`src/rtl/arb_pkg.sv`:
```
// Shared types and helpers for the four-way round-robin arbiter.
package arb_pkg;

   typedef enum logic {
      ST_IDLE = 1'b0,
      ST_OWN  = 1'b1
   } state_t;

   localparam int N_REQ = 4;
   localparam int IDX_W = 2;

   // Rotate right: result bit i is v[(i + sh) mod 4].
   function automatic logic [N_REQ-1:0] rotr4(input logic [N_REQ-1:0] v, input logic [IDX_W-1:0] sh);
      logic [2*N_REQ-1:0] t;
      t = {v, v} >> sh;
      return t[N_REQ-1:0];
   endfunction

   function automatic logic [N_REQ-1:0] onehot4(input logic [IDX_W-1:0] idx);
      logic [N_REQ-1:0] r;
      r = 4'b0001 << idx;
      return r;
   endfunction

endpackage

```
`src/rtl/prio_enc4.sv`:
```
// Lowest-set-bit priority encoder over four inputs; purely combinational.
// Zero latency; no flow control.
module prio_enc4
   import arb_pkg::*;
(
   input  logic [N_REQ-1:0] in,
   output logic [IDX_W-1:0] out,
   output logic             valid
);

   always_comb begin
      out = 2'd0;
      if (in[0])      out = 2'd0;
      else if (in[1]) out = 2'd1;
      else if (in[2]) out = 2'd2;
      else if (in[3]) out = 2'd3;
   end

   assign valid = |in;

endmodule

```
`src/rtl/rr_arbiter4.sv`:
```
// Registered 4-way round-robin arbiter with bounded hold; grant follows req by one cycle.
// A contested owner is pre-empted after MAX_HOLD cycles (0 disables pre-emption).
module rr_arbiter4
   import arb_pkg::*;
#(
   parameter int MAX_HOLD = 4
) (
   input  logic             clk,
   input  logic             rst,
   input  logic [N_REQ-1:0] req,
   output logic [N_REQ-1:0] grant,
   output logic [IDX_W-1:0] grant_idx,
   output logic             busy,
   output logic             expired
);

   localparam int            HW       = (MAX_HOLD < 1) ? 1 : $clog2(MAX_HOLD + 1);
   localparam logic [HW-1:0] HOLD_MAX = HW'(MAX_HOLD);
   localparam logic [HW-1:0] HOLD_ONE = HW'(1);

   state_t            state, state_n;
   logic [IDX_W-1:0]  ptr, ptr_n;
   logic [HW-1:0]     hold_cnt, hold_n;
   logic [N_REQ-1:0]  grant_n;
   logic [IDX_W-1:0]  idx_n;
   logic              exp_n;

   logic [IDX_W-1:0]  owner;
   logic [N_REQ-1:0]  others;
   logic              release_c, timeout_c;
   logic [IDX_W-1:0]  arb_ptr;
   logic [N_REQ-1:0]  arb_req, rot_req;
   logic [IDX_W-1:0]  enc_out, winner;
   logic              enc_valid;

   // While owning, the search always starts just past the owner and excludes it,
   // which covers both release and timeout with a single encoder.
   always_comb begin
      owner     = grant_idx;
      others    = req & ~onehot4(owner);
      release_c = (state == ST_OWN) && !req[owner];
      timeout_c = (state == ST_OWN) && (MAX_HOLD != 0) && (hold_cnt == HOLD_MAX) && (|others);
      arb_ptr   = (state == ST_OWN) ? owner + 2'd1 : ptr;
      arb_req   = (state == ST_OWN) ? others : req;
      rot_req   = rotr4(arb_req, arb_ptr);
   end

   prio_enc4 u_enc (
      .in    (rot_req),
      .out   (enc_out),
      .valid (enc_valid)
   );

   assign winner = enc_out + arb_ptr;

   always_comb begin
      state_n = state;
      ptr_n   = ptr;
      hold_n  = hold_cnt;
      grant_n = grant;
      idx_n   = grant_idx;
      exp_n   = 1'b0;
      case (state)
         ST_IDLE: begin
            if (enc_valid) begin
               state_n = ST_OWN;
               grant_n = onehot4(winner);
               idx_n   = winner;
               hold_n  = HOLD_ONE;
            end else begin
               grant_n = '0;
               idx_n   = '0;
               hold_n  = '0;
            end
         end
         ST_OWN: begin
            if (release_c || timeout_c) begin
               ptr_n = arb_ptr;
               if (enc_valid) begin
                  grant_n = onehot4(winner);
                  idx_n   = winner;
                  hold_n  = HOLD_ONE;
                  exp_n   = timeout_c && !release_c;
               end else begin
                  state_n = ST_IDLE;
                  grant_n = '0;
                  idx_n   = '0;
                  hold_n  = '0;
               end
            end else if ((MAX_HOLD != 0) && (hold_cnt != HOLD_MAX)) begin
               hold_n = hold_cnt + HOLD_ONE;
            end
         end
         default: begin
            state_n = ST_IDLE;
            grant_n = '0;
            idx_n   = '0;
            hold_n  = '0;
         end
      endcase
   end

   always_ff @(posedge clk) begin
      if (rst) begin
         state     <= ST_IDLE;
         ptr       <= '0;
         hold_cnt  <= '0;
         grant     <= '0;
         grant_idx <= '0;
         busy      <= 1'b0;
         expired   <= 1'b0;
      end else begin
         state     <= state_n;
         ptr       <= ptr_n;
         hold_cnt  <= hold_n;
         grant     <= grant_n;
         grant_idx <= idx_n;
         busy      <= |grant_n;
         expired   <= exp_n;
      end
   end

endmodule

```
`config.mk`:
```
export PLATFORM = sky130hd
export DESIGN_NAME = rr_arbiter4
export DESIGN_NICKNAME = d
export VERILOG_FILES = /design/src/rtl/arb_pkg.sv /design/src/rtl/prio_enc4.sv /design/src/rtl/rr_arbiter4.sv
export SDC_FILE = /design/constraint.sdc
export NUM_CORES = 1
export LEC_CHECK = 0
export BUFFER_PORTS_ARGS = -buffer_cell sky130_fd_sc_hd__buf_2
export CORE_MARGIN = 2
export CORE_UTILIZATION = 55
export CTS_CLUSTER_SIZE = 25
export DETAILED_ROUTE_END_ITERATION = 8
export PLACE_DENSITY = 0.76
export SLEW_MARGIN = 0
export SYNTH_ARGS = -nofsm -noshare
export SYNTH_HDL_FRONTEND = slang
export SYNTH_HIERARCHICAL = 1
export SYNTH_SLANG_ARGS = --single-unit
export TNS_END_PERCENT = 10
```
`constraint.sdc`:
```
create_clock -name clk -period 3.3 [get_ports clk]
set_input_delay 0.33 -clock clk [delete_from_list [all_inputs] [get_ports clk]]
set_output_delay 0.33 -clock clk [all_outputs]
set_load 0.05 [all_outputs]
```
==> impl_metrics.csv, run 1 <==
group,metric,value,unit
status,outcome,"finished clean",
layout,drive_above_1_share,0.318,
timing,fin_crit,2880,ps
critical_path,ff2ff_path_depth,11,
timing,slew_headroom,0.665,
synthesis,ys_async_sr_fraction,0,
critical_path,worstSetupStartpoint,"grant_idx[0]",
global_routing,grt_overflow,0,
clock_network,cts_sinks,14,
clock_network,insertion_delay,290,ps
detailed_routing,wl_per_cell,15.0,µm
detailed_routing,vias_per_cell,5.81,
floorplanning,rows,16,
power_and_ir_drop,switching_share,0.482,
detailed_routing,drt-total-wl,2350,µm
floorplanning,dieArea,0.00234,mm²
clock_network,cts_hold_buffers,0,
detailed_routing,vias,906,
detailed_routing,dr.pass1.iters,6,
clock_network,cts-root-buf,"clkbuf_4",
power_and_ir_drop,p_int,0.555,mW
timing,setup_tns,0,ps
synthesis,ys_ff_latch,14,
synthesis,synth_area,0.00108,mm²
detailed_routing,final_antenna_net_count,0,
timing,fin_skew,3.93,ps
critical_path,crit_chain,"inv_1 > ha_1 > mux2i_4 > mux2_2 > nand2b_1 > a21oi_2 > ha_1 > xnor2_1 > xor2_1 > o211ai_1 > o31ai_1",
clock_network,clk_pin_slew_worst_paths,80,ps
synthesis,synth_edf_count,0,
synthesis,avgSynthCellArea,9.34,µm²
clock_network,htree_num_levels,1,
synthesis,synthFlopType,"dfxtp_1",
placement,portBuffers,13,
global_routing,grt_max_degree,19,
critical_path,cp_common_cell,"ha_1",
placement,hpwlAfterDp,1710,µm
floorplanning,start_util,0.570,
clock_network,ctsLongestPathBuffers,2,
clock_network,cts_inserted_buffers,3,
floorplanning,die_w,48.4,µm
power_and_ir_drop,power-per-cell-area,906,mW/mm²
synthesis,yosys_warnings,6,
critical_path,r2r_start,"grant_idx[0]",
power_and_ir_drop,seqPwrFrac,0.252,
timing,rsz0062_at_grt,"no",
critical_path,critPathKind,"flop to flop",
critical_path,slowest_stage,"dfxtp_2",
global_routing,grt_pass1_wl,4110,µm
power_and_ir_drop,combinationalPowerShare,0.632,
timing,fin_crit_sh,0.873,
worst_hold_path,hp-class,"primary input to flop",
global_routing,grt_pass1_vias,899,
timing,final-max-slew-violation-count,0,
timing,worstMarginPinSlew,502,ps
floorplanning,core,0.00190,mm²
synthesis,postSynthCellCount,116,
layout,diodes,0,
critical_path,slowest_delay,480,ps
timing,setup_viol,0,
detailed_routing,drc,0,
floorplanning,boundaryPins,14,
critical_path,r2r_slack,420,ps
global_routing,track_usage,0.222,
layout,area_delta_synth_final,9.12,%
timing,fmax,347,MHz
critical_path,worst_r2r_endpoint,"grant_idx[1]",
critical_path,worstPathArrival,3090,ps
clock_network,cts_tree,"built",
power_and_ir_drop,worst_ir_drop_vdd,660,µV
run,max_cap_violations,0,
power_and_ir_drop,p_sw,0.516,mW
layout,layout_common_cells,"o21ai_0, dfxtp_1, buf_2",
timing,whs,419,ps
detailed_routing,drtIter0Drc,28,
synthesis,syn_nets,129,
critical_path,worstSetupStartpointType,"flop",
power_and_ir_drop,p_leak,0.492,nW
layout,fin_nets,143,
critical_path,critPathCaptureType,"flop",
placement,place_congestion,0.822,
critical_path,cp-endpoint,"grant_idx[1]",
floorplanning,die_h,48.4,µm
power_and_ir_drop,clkPwrFrac,0.116,
synthesis,ys_seq_area_frac,0.259,
synthesis,yosys.cell_types.count,39,
critical_path,critical_path.max_fanout,12,
critical_path,required,3510,ps
timing,hold_viol_final,0,
global_routing,grt_antenna_before_repair,0,
-- metal layers --
metal  up-vias  global-route usage  share of wire
met5         -                   0              0
met4         0              0.0667              0
met3         0              0.0494          0.052
met2        31               0.382           0.51
met1       426               0.278           0.44
li1        449                   -              -
-- cell type report --
cell class | instances | area, µm²
multi-input combinational | 91 | 739
fill | 174 | 719
sequential | 14 | 282
timing repair buffer | 13 | 65.1
clock buffer | 4 | 36.3
tap | 27 | 33.8
inverter | 7 | 26.3
-- critical path, delay by kind of cell, from the launching register on --
| kind | cells | cell delay (ps) |
|---|---|---|
| adders and majority gates | 2 | 530 |
| buffers and inverters | 1 | 120 |
| xor gates and xnor gates | 2 | 480 |
| AOI/OAI and AO/OA | 3 | 370 |
| DFF | 1 | 480 |
| muxes | 2 | 650 |
| and+or+nand+nor | 1 | 160 |
-- kinds of logic (layout without fill, tap and decap cells) --
logic type	after synthesis	in the layout	share of synthesized area
and+or+nand+nor	38	38	0.211
AOI/OAI and AO/OA	29	29	0.204
DFF	14	14	0.259
muxes	13	13	0.154
buffers and inverters	11	24	0.0589
adders and majority gates	7	7	0.0808
xor gates and xnor gates	4	4	0.0323
-- power by group through the flow --
| stage | clock network, mW | logic, mW | registers, mW |
|---|---|---|---|
| 2_1_floorplan | 0 | 0.504 | 0.323 |
| 3_3_place_gp | 0 | 0.642 | 0.267 |
| 3_5_place_dp | 0 | 0.656 | 0.272 |
| 4_1_cts | 0.127 | 0.673 | 0.268 |
| 5_1_grt | 0.136 | 0.749 | 0.279 |
| 6_report | 0.124 | 0.677 | 0.270 |
-- repair_timing --
action,CTS,global route
endpoints found under the setup margin,0,2
gates resized for setup,0,1
setup buffers,0,0
-- stage by stage --
step	power [mW]	utilization	cell area (µm²)	worst slack, ps	cells
2_1_floorplan	0.827	-	1080	343	116
3_3_place_gp	0.909	0.602	1140	507	152
3_5_place_dp	0.928	0.602	1140	348	152
4_1_cts	1.07	0.621	1180	261	156
5_1_grt	1.16	0.622	1180	175	156
6_report	1.07	0.622	1180	419	156
-- synth_stat cells, drive strengths merged, types with 2 or more instances --
cell type / instances / area, µm²
a21oi: 2 / 13.8
a22oi: 4 / 30.0
and2: 2 / 16.3
clkbuf: 2 / 17.5
dfxtp: 14 / 280
ha: 7 / 87.6
inv: 7 / 26.3
mux2: 9 / 101
mux2i: 3 / 42.5
nand2: 7 / 31.3
nand2b: 3 / 18.8
nand4b: 4 / 35.0
nor2: 8 / 32.5
nor2b: 2 / 12.5
nor3: 4 / 20.0
o21ai: 13 / 65.1
o31ai: 6 / 45.0
or2b: 4 / 33.8
xnor2: 3 / 26.3
-- state kept, by name (all words and copies together), names as in the netlist --
register / flops
hold_cnt: 3
busy: 1
state: 1
grant: 4
expired: 1
ptr: 2
grant_idx: 2
-- how the worst min path moves through the flow --
stage	start	end	slack, ps	depth (start not counted)
after global routing	rst	state	420	2
after CTS	rst	state	410	2
after floorplan	ptr[1]	ptr[1]	480	2
after global placement	ptr[1]	ptr[1]	500	2
final	rst	state	420	2
after detailed placement	ptr[1]	ptr[1]	510	2
Power figures use the tool's default switching activity.
==> run 2: changes to the inputs <==
--- a/config.mk
+++ b/config.mk
@@ -10,7 +10,8 @@
 export CORE_UTILIZATION = 55
 export CTS_CLUSTER_SIZE = 25
 export DETAILED_ROUTE_END_ITERATION = 8
-export PLACE_DENSITY = 0.76
+export PLACE_DENSITY_LB_ADDON = 0.05
+export SETUP_SLACK_MARGIN = 0.5
 export SLEW_MARGIN = 0
 export SYNTH_ARGS = -nofsm -noshare
 export SYNTH_HDL_FRONTEND = slang
==> run 2 against run 1 <==
Against the previous run:
- largest cell class unchanged
- utilization rose by 2.2 points
- flip-flop and latch count unchanged
- clock-buffer cell count did not move
- clock power about the same
- cell count rose by 2.6%
- die area stayed put
- via count is 0.77% higher
- design area is 3.6% higher
- wire length is 1.9% lower
- global-route usage shrank 1.6 points
- worst hold slack better by 10 ps
- critical path type unchanged
==> impl_metrics.csv, run 2 (synthesis results as in run 1) <==
group,metric,value,unit
critical_path,r2r_start,"grant_idx[0]",
timing,final-max-slew-violation-count,0,
detailed_routing,drtIter0Drc,14,
power_and_ir_drop,p_int,0.590,mW
power_and_ir_drop,p_sw,0.527,mW
placement,hpwlAfterDp,1680,µm
clock_network,cts_hold_buffers,0,
floorplanning,core,0.00190,mm²
global_routing,gr-usage-met2,0.329,
global_routing,grtUsageMet3,0.0278,
floorplanning,rows,16,
floorplanning,boundaryPins,14,
clock_network,cts_inserted_buffers,3,
power_and_ir_drop,seqPwrFrac,0.237,
clock_network,cts_sinks,14,
worst_hold_path,holdPathStages,2,
power_and_ir_drop,worst_ir_drop_vdd,512,µV
global_routing,grt_max_degree,19,
critical_path,worstPathArrival,2860,ps
detailed_routing,dr.pass1.iters,4,
timing,whs,429,ps
global_routing,grt_pass1_wl,3920,µm
layout,fin_nets,147,
layout,largest_registers,"grant: 4 flops, hold_cnt: 3 flops",
global_routing,grt_antenna_before_repair,0,
detailed_routing,final_antenna_net_count,0,
timing,slew_headroom,0.761,
floorplanning,dieArea,0.00234,mm²
layout,stdcell_count,160,
critical_path,critPathKind,"flop to flop",
clock_network,clk_pin_slew_worst_paths,90,ps
timing,fin_crit,2670,ps
critical_path,ff2ff_path_depth,11,
layout,area_delta_synth_final,13.0,%
layout,largest_register,"grant",
layout,largest_reg_flops,4,
clock_network,cts_tree,"built",
detailed_routing,wl_per_cell,14.4,µm
critical_path,r2r_slack,630,ps
global_routing,grt_overflow,0,
worst_hold_path,min_to,"state",
critical_path,critical_path.max_fanout,8,
power_and_ir_drop,p_leak,0.517,nW
placement,portBuffers,13,
clock_network,ctsLongestPathBuffers,2,
run,max_cap_violations,0,
detailed_routing,vias_per_cell,5.71,
critical_path,required,3500,ps
placement,dp.cells,152,
detailed_routing,drc,0,
critical_path,critPathCaptureType,"flop",
clock_network,htree_num_levels,1,
critical_path,worst_r2r_endpoint,"grant_idx[1]",
worst_hold_path,hp-class,"primary input to flop",
floorplanning,die_h,48.4,µm
timing,fin_crit_sh,0.808,
placement,place_congestion,0.795,
timing,hold_viol_final,0,
power_and_ir_drop,power-per-cell-area,912,mW/mm²
timing,rsz0062_at_grt,"no",
critical_path,worstSetupStartpointType,"flop",
clock_network,cts-root-buf,"clkbuf_4",
power_and_ir_drop,clkPwrFrac,0.113,
power_and_ir_drop,switching_share,0.472,
worst_hold_path,min-delay-start,"rst",
global_routing,use_met1,0.305,
status,outcome,"finished clean",
power_and_ir_drop,combinationalPowerShare,0.651,
timing,setup_viol,0,
global_routing,grt_busiest_layer,"met2",
detailed_routing,drt-total-wl,2300,µm
layout,diodes,0,
global_routing,track_usage,0.206,
global_routing,grt_pass1_vias,832,
clock_network,insertion_delay,280,ps
layout,drive_above_1_share,0.361,
floorplanning,start_util,0.570,
detailed_routing,vias,913,
layout,layout_common_cells,"o21ai_0, buf_2, dfxtp_1",
timing,fin_skew,4.28,ps
timing,fmax,375,MHz
timing,setup_tns,0,ps
floorplanning,die_w,48.4,µm
timing,worstMarginPinSlew,356,ps
run 2: changes by cell type in the layout (fill, tap and decap cells not counted):
cell / previous run / this run
dfxtp_4: 0 / 1
buf_4: 0 / 4
xnor2_1: 3 / 2
dfxtp_1: 13 / 11
xnor2_2: 0 / 1
dfxtp_2: 1 / 2
run 2: worst max-delay path by stage:
stage / from / end / slack (ps) / cells after the start
3_5_place_dp: grant_idx[0] / grant_idx[1] / 520 / 11
5_1_grt: grant_idx[0] / grant_idx[1] / 510 / 11
4_1_cts: grant_idx[0] / grant_idx[1] / 570 / 11
2_1_floorplan: grant_idx[0] / grant_idx[1] / 530 / 12
6_report: grant_idx[0] / grant_idx[1] / 630 / 11
3_3_place_gp: grant_idx[0] / grant_idx[1] / 620 / 11
run 2: per-layer routing:
layer  wire length, µm  part of all wire
met1              1070              0.47
met3               124             0.054
met5                 0                 0
met2              1090              0.47
met4                16            0.0069
run 2: timing repair:
action,CTS,global route
setup buffers,0,4
endpoints found under the hold margin,0,0
pin swaps,0,1
endpoints found under the setup margin,1,4
resized for setup,1,2
run 2: layout make-up:
type	instances	area (µm²)
tap	27	33.8
multi-input combinational	91	747
sequential	14	287
timing repair buffer	17	95.1
fill	171	677
clock buffer	4	36.3
inverter	7	26.3
run 2: stage by stage:
| stage | power (mW) | instance area (µm²) | worst slack (ps) | utilization |
|---|---|---|---|---|
| floorplan | 0.828 | 1090 | 533 | - |
| global placement | 0.917 | 1150 | 624 | 0.603 |
| detailed placement | 0.938 | 1150 | 519 | 0.603 |
| CTS | 1.07 | 1190 | 569 | 0.624 |
| global route | 1.21 | 1220 | 511 | 0.644 |
| finish | 1.12 | 1220 | 633 | 0.644 |
run 2: worst max-delay path: stages (launching register included):
cell and delay (ps):
dfxtp_4 400, inv_1 80, ha_1 340, mux2i_4 230, mux2_2 370, nand2b_1 160, a21oi_2 130, ha_1 210
xnor2_2 150, xor2_1 280, o211ai_1 150, o31ai_1 80
run 2: power groups by stage:
stage	combinational (mW)	sequential [mW]	clock [mW]
after floorplan	0.504	0.325	0
after global placement	0.648	0.269	0
after detailed placement	0.668	0.271	0
after CTS	0.670	0.269	0.128
after global routing	0.803	0.272	0.138
final	0.727	0.265	0.126
